**config.mk**
```make
export PLATFORM = sky130hd
export DESIGN_NAME = dispatch_router
export DESIGN_NICKNAME = d
export VERILOG_FILES = /design/src/rtl/dispatch_router_pkg.sv /design/src/rtl/dispatch_router_issue_queue.sv /design/src/rtl/dispatch_router.sv
export SDC_FILE = /design/constraint.sdc
export NUM_CORES = 2
export LEC_CHECK = 0
export BUFFER_PORTS_ARGS = -buffer_cell sky130_fd_sc_hd__buf_2
export CORE_UTILIZATION = 54
export CTS_CLUSTER_DIAMETER = 60
export CTS_CLUSTER_SIZE = 10
export DETAILED_ROUTE_END_ITERATION = 8
export PLACE_DENSITY_LB_ADDON = 0.2
export SLEW_MARGIN = 20
export SYNTH_ARGS = -nofsm -noshare
export SYNTH_HDL_FRONTEND = slang
export SYNTH_SLANG_ARGS = --single-unit
```
**constraint.sdc**
```tcl
create_clock -name clk -period 3.79 [get_ports clk]
set_input_delay 0.5685 -clock clk [delete_from_list [all_inputs] [get_ports clk]]
set_output_delay 0.5685 -clock clk [all_outputs]
set_load 0.03 [all_outputs]
```
**src/rtl/dispatch_router_pkg.sv**
```systemverilog
// dispatch_router_pkg: types shared between warp_schedular and dispatch_router.
//   dispatch_req_t  103-bit scheduler dispatch request
//   issue_pkt_t     100-bit payload delivered to an execution unit
//   UNIT_*          positions of the one-hot unit type bits inside dispatch_req_t
//   KIANA_SP_ERR_*  bit positions inside the router's sticky error register
`ifndef KIANA_SP_ERR_ROUTER_BAD_TYPE
`define KIANA_SP_ERR_ROUTER_BAD_TYPE 0
`endif
`ifndef KIANA_SP_ERR_ROUTER_OVERFLOW
`define KIANA_SP_ERR_ROUTER_OVERFLOW 1
`endif

package dispatch_router_pkg;

   localparam int unsigned REQ_W    = 103;
   localparam int unsigned PKT_W    = 100;
   localparam int unsigned UNIT_ALU = 2;
   localparam int unsigned UNIT_LSU = 1;
   localparam int unsigned UNIT_SP  = 0;

   typedef struct packed {
      logic [4:0]  warp;
      logic [62:0] instr;
      logic [31:0] pred;
      logic        alu;
      logic        lsu;
      logic        sp;
   } dispatch_req_t;

   typedef struct packed {
      logic [4:0]  warp;
      logic [62:0] instr;
      logic [31:0] pred;
   } issue_pkt_t;

   // Strip the routing bits; the unit does not need to know its own type.
   function automatic issue_pkt_t to_pkt(input dispatch_req_t req);
      issue_pkt_t pkt;
      pkt.warp  = req.warp;
      pkt.instr = req.instr;
      pkt.pred  = req.pred;
      return pkt;
   endfunction

endpackage

```
**src/rtl/dispatch_router_issue_queue.sv**
```systemverilog
// issue_queue: synchronous FIFO feeding one execution unit.
//   clk, rst_n   clock, asynchronous active-low reset
//   push         write push_data (ignored when full)
//   push_data    entry to enqueue
//   pop          consumer ready; an entry leaves when pop and not empty
//   head_data    registered head entry; holds its last value when empty, 0 after reset
//   occ          number of stored entries
//   full, empty  occupancy flags
module issue_queue #(
   parameter int unsigned DEPTH = 4,
   parameter int unsigned WIDTH = 100,
   parameter int unsigned CNT_W = $clog2(DEPTH + 1)
) (
   input  logic             clk,
   input  logic             rst_n,
   input  logic             push,
   input  logic [WIDTH-1:0] push_data,
   input  logic             pop,
   output logic [WIDTH-1:0] head_data,
   output logic [CNT_W-1:0] occ,
   output logic             full,
   output logic             empty
);

   localparam int unsigned PTR_W = $clog2(DEPTH);

   logic [WIDTH-1:0] mem [DEPTH];
   logic [PTR_W-1:0] rd_q, rd_d, wr_q, wr_d;
   logic [CNT_W-1:0] occ_q, occ_d;
   logic [WIDTH-1:0] head_q, head_d;
   logic             push_en, pop_en;

   // Explicit wrap so non-power-of-two depths never index past the array.
   function automatic logic [PTR_W-1:0] next_ptr(input logic [PTR_W-1:0] p);
      return (p == PTR_W'(DEPTH - 1)) ? '0 : p + PTR_W'(1);
   endfunction

   assign full    = (occ_q == CNT_W'(DEPTH));
   assign empty   = (occ_q == '0);
   assign push_en = push & ~full;
   assign pop_en  = pop & ~empty;

   always_comb begin
      rd_d   = pop_en  ? next_ptr(rd_q) : rd_q;
      wr_d   = push_en ? next_ptr(wr_q) : wr_q;
      occ_d  = occ_q;
      head_d = head_q;
      unique case ({push_en, pop_en})
         2'b10:   occ_d = occ_q + CNT_W'(1);
         2'b01:   occ_d = occ_q - CNT_W'(1);
         default: occ_d = occ_q;
      endcase
      // The next head is either already stored or is being written this cycle
      // (queue empty, or a single entry being replaced by push+pop).
      if (occ_d != '0) begin
         head_d = (push_en && (wr_q == rd_d)) ? push_data : mem[rd_d];
      end
   end

   always_ff @(posedge clk) begin
      if (push_en) begin
         mem[wr_q] <= push_data;
      end
   end

   always_ff @(posedge clk or negedge rst_n) begin
      if (!rst_n) begin
         rd_q   <= '0;
         wr_q   <= '0;
         occ_q  <= '0;
         head_q <= '0;
      end else begin
         rd_q   <= rd_d;
         wr_q   <= wr_d;
         occ_q  <= occ_d;
         head_q <= head_d;
      end
   end

   assign head_data = head_q;
   assign occ       = occ_q;

endmodule

```
**src/rtl/dispatch_router.sv**
```systemverilog
// dispatch_router: decodes scheduler dispatch requests into per-unit issue queues.
//   clk, rst_n         clock, asynchronous active-low reset
//   s_tvalid_req/s_tready_req/s_req_data   request stream from the scheduler
//   sched_ready_{alu,lsu,sp}               per-unit space hints for scheduler arbitration
//   m_{alu,lsu,sp}_{tvalid,tready,tdata}   issue streams to the execution units
//   occ_{alu,lsu,sp}   queue occupancies
//   err_clr, err       sticky error flags and their synchronous clear
module dispatch_router
   import dispatch_router_pkg::*;
#(
   parameter int unsigned UNIT_DEPTH = 4,
   parameter int unsigned CNT_W      = $clog2(UNIT_DEPTH + 1)
) (
   input  logic               clk,
   input  logic               rst_n,
   input  logic               s_tvalid_req,
   output logic               s_tready_req,
   input  logic [REQ_W-1:0]   s_req_data,
   output logic               sched_ready_alu,
   output logic               sched_ready_lsu,
   output logic               sched_ready_sp,
   output logic               m_alu_tvalid,
   input  logic               m_alu_tready,
   output logic [PKT_W-1:0]   m_alu_tdata,
   output logic               m_lsu_tvalid,
   input  logic               m_lsu_tready,
   output logic [PKT_W-1:0]   m_lsu_tdata,
   output logic               m_sp_tvalid,
   input  logic               m_sp_tready,
   output logic [PKT_W-1:0]   m_sp_tdata,
   output logic [CNT_W-1:0]   occ_alu,
   output logic [CNT_W-1:0]   occ_lsu,
   output logic [CNT_W-1:0]   occ_sp,
   input  logic               err_clr,
   output logic [31:0]        err
);

   dispatch_req_t req;
   issue_pkt_t    pkt;
   logic [2:0]    type_bits;
   logic          accept;
   logic          sel_alu, sel_lsu, sel_sp;
   logic          full_alu, full_lsu, full_sp;
   logic          empty_alu, empty_lsu, empty_sp;
   logic          bad_type, overflow;
   logic [1:0]    err_q, err_d, err_set;

   assign req       = dispatch_req_t'(s_req_data);
   assign pkt       = to_pkt(req);
   assign type_bits = 3'({req.alu, req.lsu, req.sp});

   assign s_tready_req = ~(full_alu | full_lsu | full_sp);
   assign accept       = s_tvalid_req & s_tready_req;

   assign sel_alu  = accept && (type_bits == 3'(1 << UNIT_ALU));
   assign sel_lsu  = accept && (type_bits == 3'(1 << UNIT_LSU));
   assign sel_sp   = accept && (type_bits == 3'(1 << UNIT_SP));
   assign bad_type = accept & ~(sel_alu | sel_lsu | sel_sp);
   // Unreachable while s_tready_req gates on full; kept as a safety net.
   assign overflow = (sel_alu & full_alu) | (sel_lsu & full_lsu) | (sel_sp & full_sp);

   // Reserve one slot for the request the scheduler already has in flight.
   assign sched_ready_alu = (occ_alu <= CNT_W'(UNIT_DEPTH - 2));
   assign sched_ready_lsu = (occ_lsu <= CNT_W'(UNIT_DEPTH - 2));
   assign sched_ready_sp  = (occ_sp  <= CNT_W'(UNIT_DEPTH - 2));

   assign m_alu_tvalid = ~empty_alu;
   assign m_lsu_tvalid = ~empty_lsu;
   assign m_sp_tvalid  = ~empty_sp;

   issue_queue #(.DEPTH(UNIT_DEPTH), .WIDTH(PKT_W), .CNT_W(CNT_W)) u_alu_q (
      .clk       (clk),
      .rst_n     (rst_n),
      .push      (sel_alu),
      .push_data (pkt),
      .pop       (m_alu_tready),
      .head_data (m_alu_tdata),
      .occ       (occ_alu),
      .full      (full_alu),
      .empty     (empty_alu)
   );

   issue_queue #(.DEPTH(UNIT_DEPTH), .WIDTH(PKT_W), .CNT_W(CNT_W)) u_lsu_q (
      .clk       (clk),
      .rst_n     (rst_n),
      .push      (sel_lsu),
      .push_data (pkt),
      .pop       (m_lsu_tready),
      .head_data (m_lsu_tdata),
      .occ       (occ_lsu),
      .full      (full_lsu),
      .empty     (empty_lsu)
   );

   issue_queue #(.DEPTH(UNIT_DEPTH), .WIDTH(PKT_W), .CNT_W(CNT_W)) u_sp_q (
      .clk       (clk),
      .rst_n     (rst_n),
      .push      (sel_sp),
      .push_data (pkt),
      .pop       (m_sp_tready),
      .head_data (m_sp_tdata),
      .occ       (occ_sp),
      .full      (full_sp),
      .empty     (empty_sp)
   );

   always_comb begin
      err_set = '0;
      err_set[`KIANA_SP_ERR_ROUTER_BAD_TYPE] = bad_type;
      err_set[`KIANA_SP_ERR_ROUTER_OVERFLOW] = overflow;
      // Clear first, then OR in new flags so a same-cycle error survives the clear.
      err_d = (err_clr ? 2'b00 : err_q) | err_set;
   end

   always_ff @(posedge clk or negedge rst_n) begin
      if (!rst_n) begin
         err_q <= '0;
      end else begin
         err_q <= err_d;
      end
   end

   assign err = {30'b0, err_q};

endmodule

```
==> metrics.cfg <==
[floorplan]
die_h_um=333
design.core.area_mm2=0.109
die_w_um=333
start_util_pct=54.5
num_rows=121
io_pins=458
die_area_mm2=0.111

[clock_network]
cts_post_setup_buffers_inserted=0
cts-root-buf=clkbuf_16
worstSkewPairLatency_ps=770
htree_levels=4
cts_buffers=173
clockBufferDepth=3
cts_sinks=1523
cts_tree=built
clk_pin_slew_ps=50

[power_and_ir_drop]
p_seq_share_pct=34.0
pwr-share-comb_pct=42.6
vdd_drop_max_v=0.00116
power.internal_w=0.0388
pwr-share-clk_pct=23.4
power.leakage_nw=24.4
power_density_mw_per_mm2=946
swShare_pct=40.0
power_switching_w=0.0259
p_total_w=0.0647

[placement]
place_area_mm2=0.0633
io_buffers=427
hpwl_mm=86.6
place.gp.congestion=0.787

[sta]
tightestPinTransition_ps=1040
setup_viol=0
relSlewSlack_pct=30.5
rsz0062_at_grt=false
period_needed_ps=3590
hold_violations=0
fmax_mhz=279
period_share_pct=94.7
finalMaxSlewViolations=0
tns_ps=0
skew_ps=24.6

[finish]
stdcell_area_mm2=0.0684
multi_input_area_mm2=0.0137
seq_area_mm2=0.0441
drive_gt1_share_pct=15.6
mostFrequentLayoutCells=edfxtp_1 (1,200), nand2_1 (807), a21oi_1 (503)
fill_cells=8060
nNetsFinal=4826
diodes=0
syn_to_final_growth_pct=15.3
final_common_cell=edfxtp_1

[run_status]
outcome=completed

[global_routing]
antenna_found_initial=5
grt_pass1_vias=36300
grt_pass1_wl_mm=230
grt.total_usage_pct=27.4
gr-total-overflow=0
grt_max_degree=145

[routing]
drt_iter0_markers=3499
route.vias.total=37800
ant_nets=0
avgViaCountPerCell=6.04
dr.pass1.iters=5
routed_wl_mm=153
route.detailed.drc=0
routedWlPerCell_um=24.4

[worst_hold_path]
hold_class=input port to flip-flop

[setup_path]
path_class=flip-flop to flip-flop
cpLargestDelayFamily=simple AND/OR/NAND/NOR gates
cp-start-kind=flip-flop
cp.arrival_ps=4240
crit_slowest_cell=or3b_1
crit_path_cell_trace=or3b_1 -> and3_1 -> nand2_1 -> nor3_2 -> inv_1 -> ha_1 -> inv_1 -> fa_1 -> xor2_1 -> nor2_1 -> xor2_1 -> or3_4 -> buf_16 -> nor2_1 -> a31oi_1
cp_max_fo=88
cpPeakStageDelay_ps=420
end_kind=flip-flop
crit_buf_inv=3
worst_ep_required_time_ps=4440

[logic_synthesis]
yosysTopAreaCell=edfxtp_1
ys_ff_latch=1523
synth_area_per_cell_um2=13.8
synthTopCellsByArea=edfxtp_1 (61%), dfrtp_1 (14%), nand2_1 (5.1%), a221o_1 (5.1%), a21oi_1 (4.2%)
ys.warnings.count=0
ys_types=34
syn-cell-area_mm2=0.0593
synth_top_area_share_pct=60.7
syn_inst=4314
seq_area_frac_synth_pct=74.4

[flow_run]
max_cap_viol_count=0

[kinds of logic (layout without fill, tap and decap cells)]
group | after synthesis | count (layout) | synth area share [%]
AO/OA/AOI/OAI | 1116 | 1116 | 12.6
adder cells (fa/ha/maj) | 21 | 21 | 0.481
other | 1 | 30 | 0.00632
XOR/XNOR | 16 | 16 | 0.236
AND/OR/NAND/NOR | 1152 | 1152 | 7.48
buffers and inverters | 379 | 872 | 3.03
multiplexers | 106 | 106 | 1.79
flip-flops | 1523 | 1523 | 74.4
[final timing paths]
| kind | depth (start not counted) | start | slack [ps] | endpoint |
|---|---|---|---|---|
| worst min register to register | 2 | u_sp_q.head_data[17] | 540 | u_sp_q.head_data[17] |
| worst max register to register | 15 | u_alu_q.occ[0] | 200 | u_alu_q.head_data[20] |
| min in group asynchronous | 2 | rst_n | 440 | u_lsu_q.head_data[58] |
| worst min-delay path | 2 | err_clr | 110 | err_q[1] |
| worst max-delay path | 15 | u_alu_q.occ[0] | 200 | u_alu_q.head_data[20] |
| max in group asynchronous | 3 | rst_n | 2380 | u_lsu_q.head_data[7] |
[per-layer routing]
layer	up-vias	track usage, %	wire [um]
li1	16900	-	-
met1	19100	39.0	64600
met2	1552	43.7	73000
met3	235	4.55	11600
met4	6	7.90	3530
met5	-	0	36
[power by group through the flow]
stage | sequential [W] | clock (W) | combinational [W]
detailed placement | 0.0223 | 0 | 0.0277
global placement | 0.0223 | 0 | 0.0270
floorplan | 0.0252 | 0 | 0.0160
global route | 0.0222 | 0.0160 | 0.0299
CTS | 0.0220 | 0.0154 | 0.0277
finish | 0.0220 | 0.0151 | 0.0276
[flip-flops by register name, indices dropped and copies added (netlist names)]
name	cells
u_sp_q.wr_q	2
u_alu_q.rd_q	2
u_lsu_q.rd_q	2
u_sp_q.head_data	100
u_lsu_q.mem	400
u_sp_q.rd_q	2
u_alu_q.wr_q	2
u_lsu_q.occ	3
u_sp_q.occ	3
u_alu_q.mem	400
u_alu_q.head_data	100
u_alu_q.occ	3
u_lsu_q.wr_q	2
u_sp_q.mem	400
err_q	2
u_lsu_q.head_data	100
[final cells by class]
class                   instances  share of cell area (%)
clock buffers                 301                    7.19
clock inverters                15                   0.260
inverters                      28                   0.181
multi-input cells            2441                    20.0
flip-flops and latches       1523                    64.5
well taps                    1414                    2.59
repair buffers                528                    5.27
[cell usage after synthesis (all sizes together)]
| cell type | number |
|---|---|
| edfxtp | 1200 |
| inv | 27 |
| and3 | 10 |
| nand2b | 2 |
| o31ai | 3 |
| ha | 18 |
| dfrtp | 323 |
| and4 | 1 |
| and2 | 4 |
| a31oi | 300 |
| or3 | 9 |
| clkbuf | 178 |
| buf | 173 |
| xor2 | 6 |
| nor2b | 1 |
| or3b | 3 |
| a221o | 300 |
| conb | 1 |
| nor2 | 310 |
| a21oi | 503 |
| fa | 3 |
| xnor2 | 10 |
| mux2i | 106 |
| o32ai | 1 |
| clkinv | 1 |
| o21ai | 9 |
| nand2 | 807 |
| nor3 | 5 |
[what timing repair did]
| item | 4_1_cts | 5_1_grt |
|---|---|---|
| hold endpoints to repair | 72 | 0 |
| hold buffers | 1 | 0 |
| endpoints found under the setup margin | 0 | 1 |
| gates resized for setup | 0 | 1 |
[stage by stage]
step | setup slack (ps) | cells | util [%] | hold WS [ps]
floorplan | 291 | 4343 | - | 273
global route | 1.47 | 6250 | 62.8 | 88.9
finish | 201 | 6250 | 62.8 | 107
detailed placement | 264 | 5933 | 58.1 | 534
global placement | 402 | 5933 | 58.1 | 501
CTS | 190 | 6250 | 62.8 | 45.7
Power figures use the tool's default switching activity.
